`src/rtl/data_mem_responder_pkg.sv`:
```
// rtl/data_mem_responder_pkg.sv - shared types and constants for the multi-cycle data-memory responder
package mem_resp_pkg;

  typedef enum logic [1:0] {IDLE, WAIT, DONE} mem_resp_state_t;

  localparam int MAX_WAIT_CYCLES = 15;

  // Counter preload for a given wait-state count, clamped into the 4-bit counter's legal range.
  function automatic logic [3:0] wait_load(input int wait_cycles);
    int w;
    w = wait_cycles;
    if (w > MAX_WAIT_CYCLES) w = MAX_WAIT_CYCLES;
    if (w < 1) w = 1;
    return 4'(w - 1);
  endfunction

endpackage

```
`src/rtl/data_mem_responder_if.sv`:
```
// rtl/data_mem_responder_if.sv - MEM-stage data-memory port between the pipeline and the responder
interface data_mem_responder_if #(
  parameter int WORD_LEN = 8,
  parameter int ADDR_LEN = 8
);
  logic                MemRead;
  logic                MemWrite;
  logic [ADDR_LEN-1:0] Address;
  logic [WORD_LEN-1:0] WriteData;
  logic [WORD_LEN-1:0] ReadData;
  logic                mem_busy;
  logic                rd_valid;
  logic                req_err;

  modport master (
    output MemRead, MemWrite, Address, WriteData,
    input  ReadData, mem_busy, rd_valid, req_err
  );

  modport slave (
    input  MemRead, MemWrite, Address, WriteData,
    output ReadData, mem_busy, rd_valid, req_err
  );
endinterface

```
`src/rtl/data_mem_array.sv`:
```
// rtl/data_mem_array.sv - word storage with synchronous write and registered, load-enabled read
module data_mem_array #(
  parameter int WORD_LEN = 8,
  parameter int ADDR_LEN = 8
) (
  input  logic                clk,
  input  logic                rst,
  input  logic                we,
  input  logic                re,
  input  logic [ADDR_LEN-1:0] addr,
  input  logic [WORD_LEN-1:0] wdata,
  output logic [WORD_LEN-1:0] rdata
);

  logic [WORD_LEN-1:0] mem [2**ADDR_LEN];

  // Storage is deliberately not reset so contents survive an aborted access.
  always_ff @(posedge clk) begin
    if (we) mem[addr] <= wdata;
  end

  always_ff @(posedge clk or negedge rst) begin
    if (!rst)    rdata <= '0;
    else if (re) rdata <= mem[addr];
  end

endmodule

```
`src/rtl/data_mem_responder.sv`:
```
// rtl/data_mem_responder.sv - multi-cycle data memory that stalls the pipeline via mem_busy
module data_mem_responder
  import mem_resp_pkg::*;
#(
  parameter int WORD_LEN    = 8,
  parameter int ADDR_LEN    = 8,
  parameter int WAIT_CYCLES = 2
) (
  input  logic                       clk,
  input  logic                       rst,
  data_mem_responder_if.slave        bus
);

  localparam logic [3:0] CNT_LOAD = wait_load(WAIT_CYCLES);

  mem_resp_state_t     state, state_nxt;
  logic [3:0]          cnt;
  logic                op_write;
  logic [ADDR_LEN-1:0] addr_q;
  logic [WORD_LEN-1:0] wdata_q;
  logic                req_err_q;
  logic                valid_req, both_req;
  logic                accept, access, busy;

  assign valid_req = bus.MemRead ^ bus.MemWrite;
  assign both_req  = bus.MemRead & bus.MemWrite;

  always_ff @(posedge clk or negedge rst) begin
    if (!rst) state <= IDLE;
    else      state <= state_nxt;
  end

  always_comb begin
    state_nxt = state;
    accept    = 1'b0;
    access    = 1'b0;
    busy      = 1'b0;
    case (state)
      IDLE: begin
        if (valid_req) begin
          accept    = 1'b1;
          busy      = 1'b1;
          state_nxt = WAIT;
        end
      end
      WAIT: begin
        busy = 1'b1;
        if (cnt == 4'd0) begin
          access    = 1'b1;
          state_nxt = DONE;
        end
      end
      // The CPU still holds its request here; it leaves MEM at this edge, so it must not be re-accepted.
      DONE:    state_nxt = IDLE;
      default: state_nxt = IDLE;
    endcase
  end

  always_ff @(posedge clk or negedge rst) begin
    if (!rst) begin
      cnt       <= 4'd0;
      op_write  <= 1'b0;
      addr_q    <= '0;
      wdata_q   <= '0;
      req_err_q <= 1'b0;
    end else begin
      if (accept) begin
        op_write <= bus.MemWrite;
        addr_q   <= bus.Address;
        wdata_q  <= bus.WriteData;
        cnt      <= CNT_LOAD;
      end else if (state == WAIT && cnt != 4'd0) begin
        cnt <= cnt - 4'd1;
      end
      if (state == IDLE && both_req) req_err_q <= 1'b1;
    end
  end

  data_mem_array #(
    .WORD_LEN (WORD_LEN),
    .ADDR_LEN (ADDR_LEN)
  ) u_array (
    .clk   (clk),
    .rst   (rst),
    .we    (access & op_write),
    .re    (access & ~op_write),
    .addr  (addr_q),
    .wdata (wdata_q),
    .rdata (bus.ReadData)
  );

  assign bus.mem_busy = busy;
  assign bus.rd_valid = (state == DONE) & ~op_write;
  assign bus.req_err  = req_err_q;

endmodule

```
`src/flat_wrapper.sv`:
```
// flat-port wrapper written by rule: the top's interface ports become plain ports
module data_mem_responder_flat import mem_resp_pkg::*;
#(
  parameter int WORD_LEN    = 8,
  parameter int ADDR_LEN    = 8,
  parameter int WAIT_CYCLES = 2
)
  (clk, rst, bus_MemRead, bus_MemWrite, bus_Address, bus_WriteData, bus_ReadData, bus_mem_busy, bus_rd_valid, bus_req_err);
  data_mem_responder_if #(.WORD_LEN(WORD_LEN), .ADDR_LEN(ADDR_LEN)) bus_i ();
  input  logic clk;
  input  logic rst;
  input wire logic [$bits(bus_i.MemRead)-1:0] bus_MemRead;
  input wire logic [$bits(bus_i.MemWrite)-1:0] bus_MemWrite;
  input wire logic [$bits(bus_i.Address)-1:0] bus_Address;
  input wire logic [$bits(bus_i.WriteData)-1:0] bus_WriteData;
  output wire logic [$bits(bus_i.ReadData)-1:0] bus_ReadData;
  output wire logic [$bits(bus_i.mem_busy)-1:0] bus_mem_busy;
  output wire logic [$bits(bus_i.rd_valid)-1:0] bus_rd_valid;
  output wire logic [$bits(bus_i.req_err)-1:0] bus_req_err;
  assign bus_i.MemRead = bus_MemRead;
  assign bus_i.MemWrite = bus_MemWrite;
  assign bus_i.Address = bus_Address;
  assign bus_i.WriteData = bus_WriteData;
  assign bus_ReadData = bus_i.ReadData;
  assign bus_mem_busy = bus_i.mem_busy;
  assign bus_rd_valid = bus_i.rd_valid;
  assign bus_req_err = bus_i.req_err;
  data_mem_responder #(.WORD_LEN(WORD_LEN), .ADDR_LEN(ADDR_LEN), .WAIT_CYCLES(WAIT_CYCLES)) u_core (.clk(clk), .rst(rst), .bus(bus_i));
endmodule
```
`config.mk`:
```
export PLATFORM = sky130hd
export DESIGN_NAME = data_mem_responder_flat
export DESIGN_NICKNAME = d
export VERILOG_FILES = /design/src/rtl/data_mem_responder_pkg.sv /design/src/rtl/data_mem_responder_if.sv /design/src/rtl/data_mem_array.sv /design/src/rtl/data_mem_responder.sv /design/src/flat_wrapper.sv
export SDC_FILE = /design/constraint.sdc
export NUM_CORES = 2
export LEC_CHECK = 0
export BUFFER_PORTS_ARGS = -buffer_cell sky130_fd_sc_hd__buf_4
export CAP_MARGIN = 20
export CORE_MARGIN = 5
export CORE_UTILIZATION = 38
export CTS_CLUSTER_SIZE = 10
export DETAILED_ROUTE_END_ITERATION = 12
export PLACE_DENSITY = 0.63
export SKIP_LAST_GASP = 1
export SYNTH_ARGS = -nofsm -noshare
export SYNTH_HDL_FRONTEND = slang
export SYNTH_SLANG_ARGS = --single-unit
```
`constraint.sdc`:
```
create_clock -name clk -period 4.6 [get_ports clk]
set_clock_uncertainty 0.2 [all_clocks]
set_input_delay 0.23 -clock clk [delete_from_list [all_inputs] [get_ports clk]]
set_output_delay 0.23 -clock clk [all_outputs]
set_load 0.01 [all_outputs]
```
== Yosys cells after proc, flatten, opt, wreduce, memory -nomap -nowiden ==
Memories as Yosys holds them, arrays and structs flattened. A register that Yosys moved wholly into a read port is not among the register bits.
Index checks and enable logic that the tools add are counted.

* Register bits: 24
* Memory bits (writable): 2048
* Bits of input ports: 20
* Output and inout bits: 11
* Logic and storage cells: 38
* Memories: 1

* Add/sub/neg operators: 1
* Equal/unequal tests: 4
* Mux-type cells: 12
* Bitwise gates (word level): 6
* Reductions and logical operators: 8

{| class="wikitable"
|+ Memory list
! name !! depth !! width !! rd ports !! clocked after memory_dff !! wr ports !! RTL line !! text
|-
| u_core.u_array.mem || 256 || 8 || 1 || 1 || 1 || data_mem_array.sv:15 || <nowiki>logic [WORD_LEN-1:0] mem [2**ADDR_LEN];</nowiki>
|}

{| class="wikitable"
|+ Operator list
! operator !! number
|-
| 2-to-1 mux 4 bit || 2
|-
| 2-to-1 mux 1 bit || 6
|-
| AND 1 bit || 4
|-
| logical NOT 4 bit || 1
|-
| 2-to-1 mux 2 bit || 2
|-
| != test 2 x 1 -> 1 bit, second input constant || 2
|-
| one-hot mux 2 bit (2 select lines) || 1
|-
| nonzero test 4 bit || 1
|-
| subtractor 4 x 1 -> 4 bit, second input constant || 1
|-
| equality test 2 x 1 -> 1 bit, second input constant || 1
|-
| equality test 2 bit, second input constant || 1
|-
| logical AND 1 bit || 2
|-
| logical NOT 2 bit || 1
|-
| one-hot mux 1 bit (2 select lines) || 1
|-
| AND reduction 2 bit || 1
|-
| nonzero test 2 bit || 1
|-
| logical NOT 1 bit || 1
|-
| NOT 1 bit || 1
|-
| XOR 1 bit || 1
|}

== Logic depth before layout (Yosys ltp) ==
* Word-level depth: 6
* Mapped depth: 12
* Depth with buffers taken out: 9

== By module ==
A second synthesis with hierarchy kept.

* Cells, all modules: 3665
* Area, all modules: 80552.3 um^2

{| class="wikitable"
|+ By module, submodules not included
! module !! instances !! cells each !! area each (um^2) !! sequential area each (um^2)
|-
| data_mem_array || 1 || 3591 || 79532.5 || 61699.2
|-
| data_mem_responder || 1 || 74 || 1019.7 || 600.6
|}

== Worst setup path before layout ==
No wires, ideal clock.

* Path type: register to register
* Start point: register u_core.wdata_q[0]
* End point: memory u_core.u_array.mem[0][0], data pin
* Library setup time: 0.804 ns
* Arrival time: 3.183 ns
* Required time: 3.596 ns
* Path slack: 0.413 ns
* Stages on the path, launching flop included: 1
* Buffers on the path: 0
* Period minus slack after synthesis: 4.187 ns
* Cell sequence: dfrtp_1

{| class="wikitable"
|+ RTL lines
! item !! RTL line !! text
|-
| start: declaration || data_mem_responder.sv:20 || <nowiki>logic [WORD_LEN-1:0] wdata_q;</nowiki>
|-
| start signal: assignment || data_mem_responder.sv:70 || <nowiki>wdata_q <= bus.WriteData;</nowiki>
|-
| end: declaration || data_mem_array.sv:15 ||
|}

No word-level cell before the write port.

== Final worst setup path ==
* Start point: register u_core.cnt[0]
* End point: memory u_core.u_array.mem[248][0] (enable)

* Word-level cells in the longest chain between the ends: 6

{| class="wikitable"
|+ RTL lines
! item !! RTL line !! text
|-
| start: declaration || data_mem_responder.sv:17 || <nowiki>logic [3:0] cnt;</nowiki>
|-
| start signal: assignment || data_mem_responder.sv:73 || <nowiki>cnt <= cnt - 4'd1;</nowiki>
|-
| logical NOT 4 bit || data_mem_responder.sv:48 || <nowiki>if (cnt == 4'd0) begin</nowiki>
|-
| 2-to-1 mux 1 bit || data_mem_responder.sv:48 ||
|-
| 2-to-1 mux 1 bit || data_mem_responder.sv:38 || <nowiki>case (state)</nowiki>
|-
| AND 1 bit || data_mem_responder.sv:85 || <nowiki>.we (access & op_write),</nowiki>
|-
| 2-to-1 mux 1 bit || data_mem_array.sv:19 || <nowiki>if (we) mem[addr] <= wdata;</nowiki>
|-
| 2-to-1 mux 1 bit (not written as such) || data_mem_array.sv:19 ||
|}

Every way passes these cells.

==> flow_metrics.tcl <==
set metrics [dict create \
    critPathArrivalTime_ps 4480 \
    coreArea_mm2 0.2119 \
    fin_crit_sh_pct 92.15 \
    required_ps 4840 \
    critPathCapture "u_core.u_array.mem[248][0]" \
    dp_hpwl_um 129500 \
    r2r_slack_ps 360 \
    die_h_um 471.4 \
    grt_first_pass_wirelength_um 304100 \
    clockBufferDepth 3 \
    reg2reg_depth 9 \
    yosysWarnings 0 \
    clk_pin_slew_worst_paths_ps 60 \
    holdCritPathClass "in2reg" \
    slew_viol_final 0 \
    root_buffer "clkbuf_16" \
    area_growth_pct 15.08 \
    first_pass_iters 5 \
    drt_iter0_drc 4870 \
    final_common_cell "edfxtp_1" \
    antenna_found_initial 4 \
    final_nets 4229 \
    num_vias 40746 \
    drive_gt1_share_pct 25.57 \
    synth-edff-count 2048 \
    worstSetupStartpointType "register" \
    avgSynthCellArea_um2 21.10 \
    layout_common_cells "2048 x edfxtp_1, 473 x mux4_2, 297 x nor2_1, 292 x buf_4, 231 x clkbuf_16" \
    worstSetupEndpointType "register" \
    ys_ff_latch 2080 \
    worst_pin_slew_ps 1156 \
    met1Wirelength_um 86730 \
    rsz0062_at_grt "no" \
    grt_max_degree 147 \
    outcome "finished clean" \
    synth_cell_types 69 \
    final_hold_viol_count 0 \
    synthesis.area_mm2 0.08090 \
    fp-row-count 169 \
    powerDensity_mw_per_mm2 614.0 \
    highest_layer "met5" \
    crit_start "u_core.cnt[0]" \
    cts_tree "done" \
    p_leak_nw 28.95 \
    start_util_pct 38.18 \
    die_w_um 471.4 \
    die_area_mm2 0.2222 \
    yosysSeqAreaShare_pct 77.01 \
    num_io_pins 31 \
    ir_drop_mv 0.9500 \
    cts_resized 0 \
    setup-tns-final_ps 0 \
    cts_buffers 229 \
    synth_nets 3857 \
    p_sw_w 0.01826 \
    grt_usage_pct 18.73 \
    fmax_ghz 0.2359 \
    cts_max_level 4 \
    vias_per_cell 5.711 \
    p_sw_share_pct 31.94 \
    maxCapViolCount 0 \
    timing.rr.start "u_core.cnt[0]" \
    relSlewSlack_pct 22.91 \
    syn_inst 3834 \
    clkPwrFrac_pct 28.4 \
    final_util_pct 43.94 \
    drc 0 \
    setup_viol 0 \
    internal_power_w 0.03890 \
    place_congestion 0.8462 \
    clk_latency_ps 850 \
    wirelength_um 211400 \
    hold_depth 4 \
    fin_crit_ps 4239 \
    synth_flop_cell "edfxtp_1" \
    p_seq_share_pct 43.2 \
    gr-total-overflow 0 \
    io_buffers 30 \
    async_reset_ff_share_pct 1.538 \
    crit_type "reg2reg" \
    wl_met2_um 99230 \
    power.share.combinational_pct 28.3 \
    wl_met3_um 17670 \
    drt-wirelength-per-cell_um 29.63 \
    timing.rr.end "u_core.u_array.mem[248][0]" \
    detail-route-antenna-nets 0 \
    grt_pass1_vias 40899 \
    clock_sinks 2080 \
    critPathMaxFanout 9 \
]
stage by stage:
step                total power, W  setup WS (ps)  area (um2)  hold slack (ps)  std cells
detailed placement         0.04125          461.6       86200            44.08       6756
global route               0.05905          100.3       93100            55.84       7135
global placement           0.04105          495.8       86200            43.72       6756
floorplan                  0.03484          413.5       80900           -265.6       3834
finish                     0.05716          361.1       93100            69.11       7135
CTS                        0.05743          438.1       93060            10.19       7131
power groups by stage:
stage	Clock, W	Combinational [W]	Sequential [W]
after floorplan	0	0.00902	0.0258
after global placement	0	0.0159	0.0251
after detailed placement	0	0.0161	0.0252
after CTS	0.0165	0.0161	0.0248
after global routing	0.0173	0.0170	0.0247
final	0.0163	0.0162	0.0247
synth_stat cells, types with 5 or more instances:
master | n | area [um2]
edfxtp_1 | 2048 | 61500
mux4_2 | 473 | 10650
nor2_1 | 298 | 1119
mux2i_1 | 187 | 1872
nand2_1 | 100 | 375.4
a22oi_1 | 82 | 615.6
buf_2 | 75 | 375.4
clkbuf_1 | 65 | 244.0
o22ai_1 | 51 | 319.1
buf_4 | 48 | 360.4
nand3_1 | 43 | 215.2
dfrtp_1 | 32 | 800.8
a21oi_1 | 29 | 145.1
buf_6 | 23 | 259.0
nor2b_1 | 23 | 143.9
buf_1 | 19 | 71.32
nor3_1 | 19 | 95.09
o21ai_0 | 18 | 90.09
a211oi_1 | 17 | 127.6
o22a_1 | 16 | 140.1
o221ai_1 | 12 | 105.1
mux2_2 | 11 | 123.9
nand2b_1 | 11 | 68.82
nor4_1 | 9 | 56.30
a221oi_1 | 8 | 70.07
a31oi_1 | 8 | 50.05
nand4_1 | 8 | 50.05
a2111oi_0 | 7 | 61.31
a22o_1 | 7 | 61.31
o32a_1 | 5 | 50.05
layer usage:
metal	vias to the layer above	GRT usage [%]
li1	16660	-
met1	21774	26.45
met2	1947	29.00
met3	361	3.927
met4	4	6.578
met5	-	0
area by class of cell:
type,instances,area [um2]
clock buffer,318,6127
antenna,1,2.502
timing repair buffer,372,3411
tap,2821,3530
sequential,2080,62350
multi-input combinational,1519,17320
inverter,4,15.01
fill,17854,118800
clock inverter,20,347.8
worst min-delay path by stage:
stage,endpoint,start
floorplan,u_core.addr_q[0],rst
CTS,u_core.bus.req_err,bus_MemRead
global route,u_core.bus.req_err,bus_MemRead
detailed placement,u_core.wdata_q[7],rst
finish,u_core.bus.req_err,bus_MemRead
global placement,u_core.wdata_q[1],rst
worst max-delay path, stage by stage (launching register included):
cell and delay (ps):
dfrtp_1 410, inv_1 100, ha_1 160, or3b_1 430, nor2_1 220, nand2_1 130
nor3_1 460, nand2_2 570, buf_4 430, nor2_1 700
registers in the layout (all words and copies together) (netlist names):
name                  flops
u_core.op_write           1
u_core.state              2
u_core.u_array.rdata      8
u_core.wdata_q            8
u_core.addr_q             8
u_core.bus.req_err        1
u_core.cnt                4
u_core.u_array.mem     2048
timing repair:
action | 4_1_cts | 5_1_grt
endpoints found under the hold margin | 50 | 0
hold buffers | 37 | 0
setup buffers | 0 | 0
cells by family after synthesis:
kind of cell	after synthesis	share of synthesized area (%)
XOR/XNOR	2	0.02166
AND/OR/NAND/NOR	545	2.965
adder cells (fa/ha/maj)	3	0.04640
AO/OA/AOI/OAI	297	2.651
multiplexers	672	15.65
buffers and inverters	235	1.656
flip-flops	2080	77.01
(Power assumes the default switching activity.)
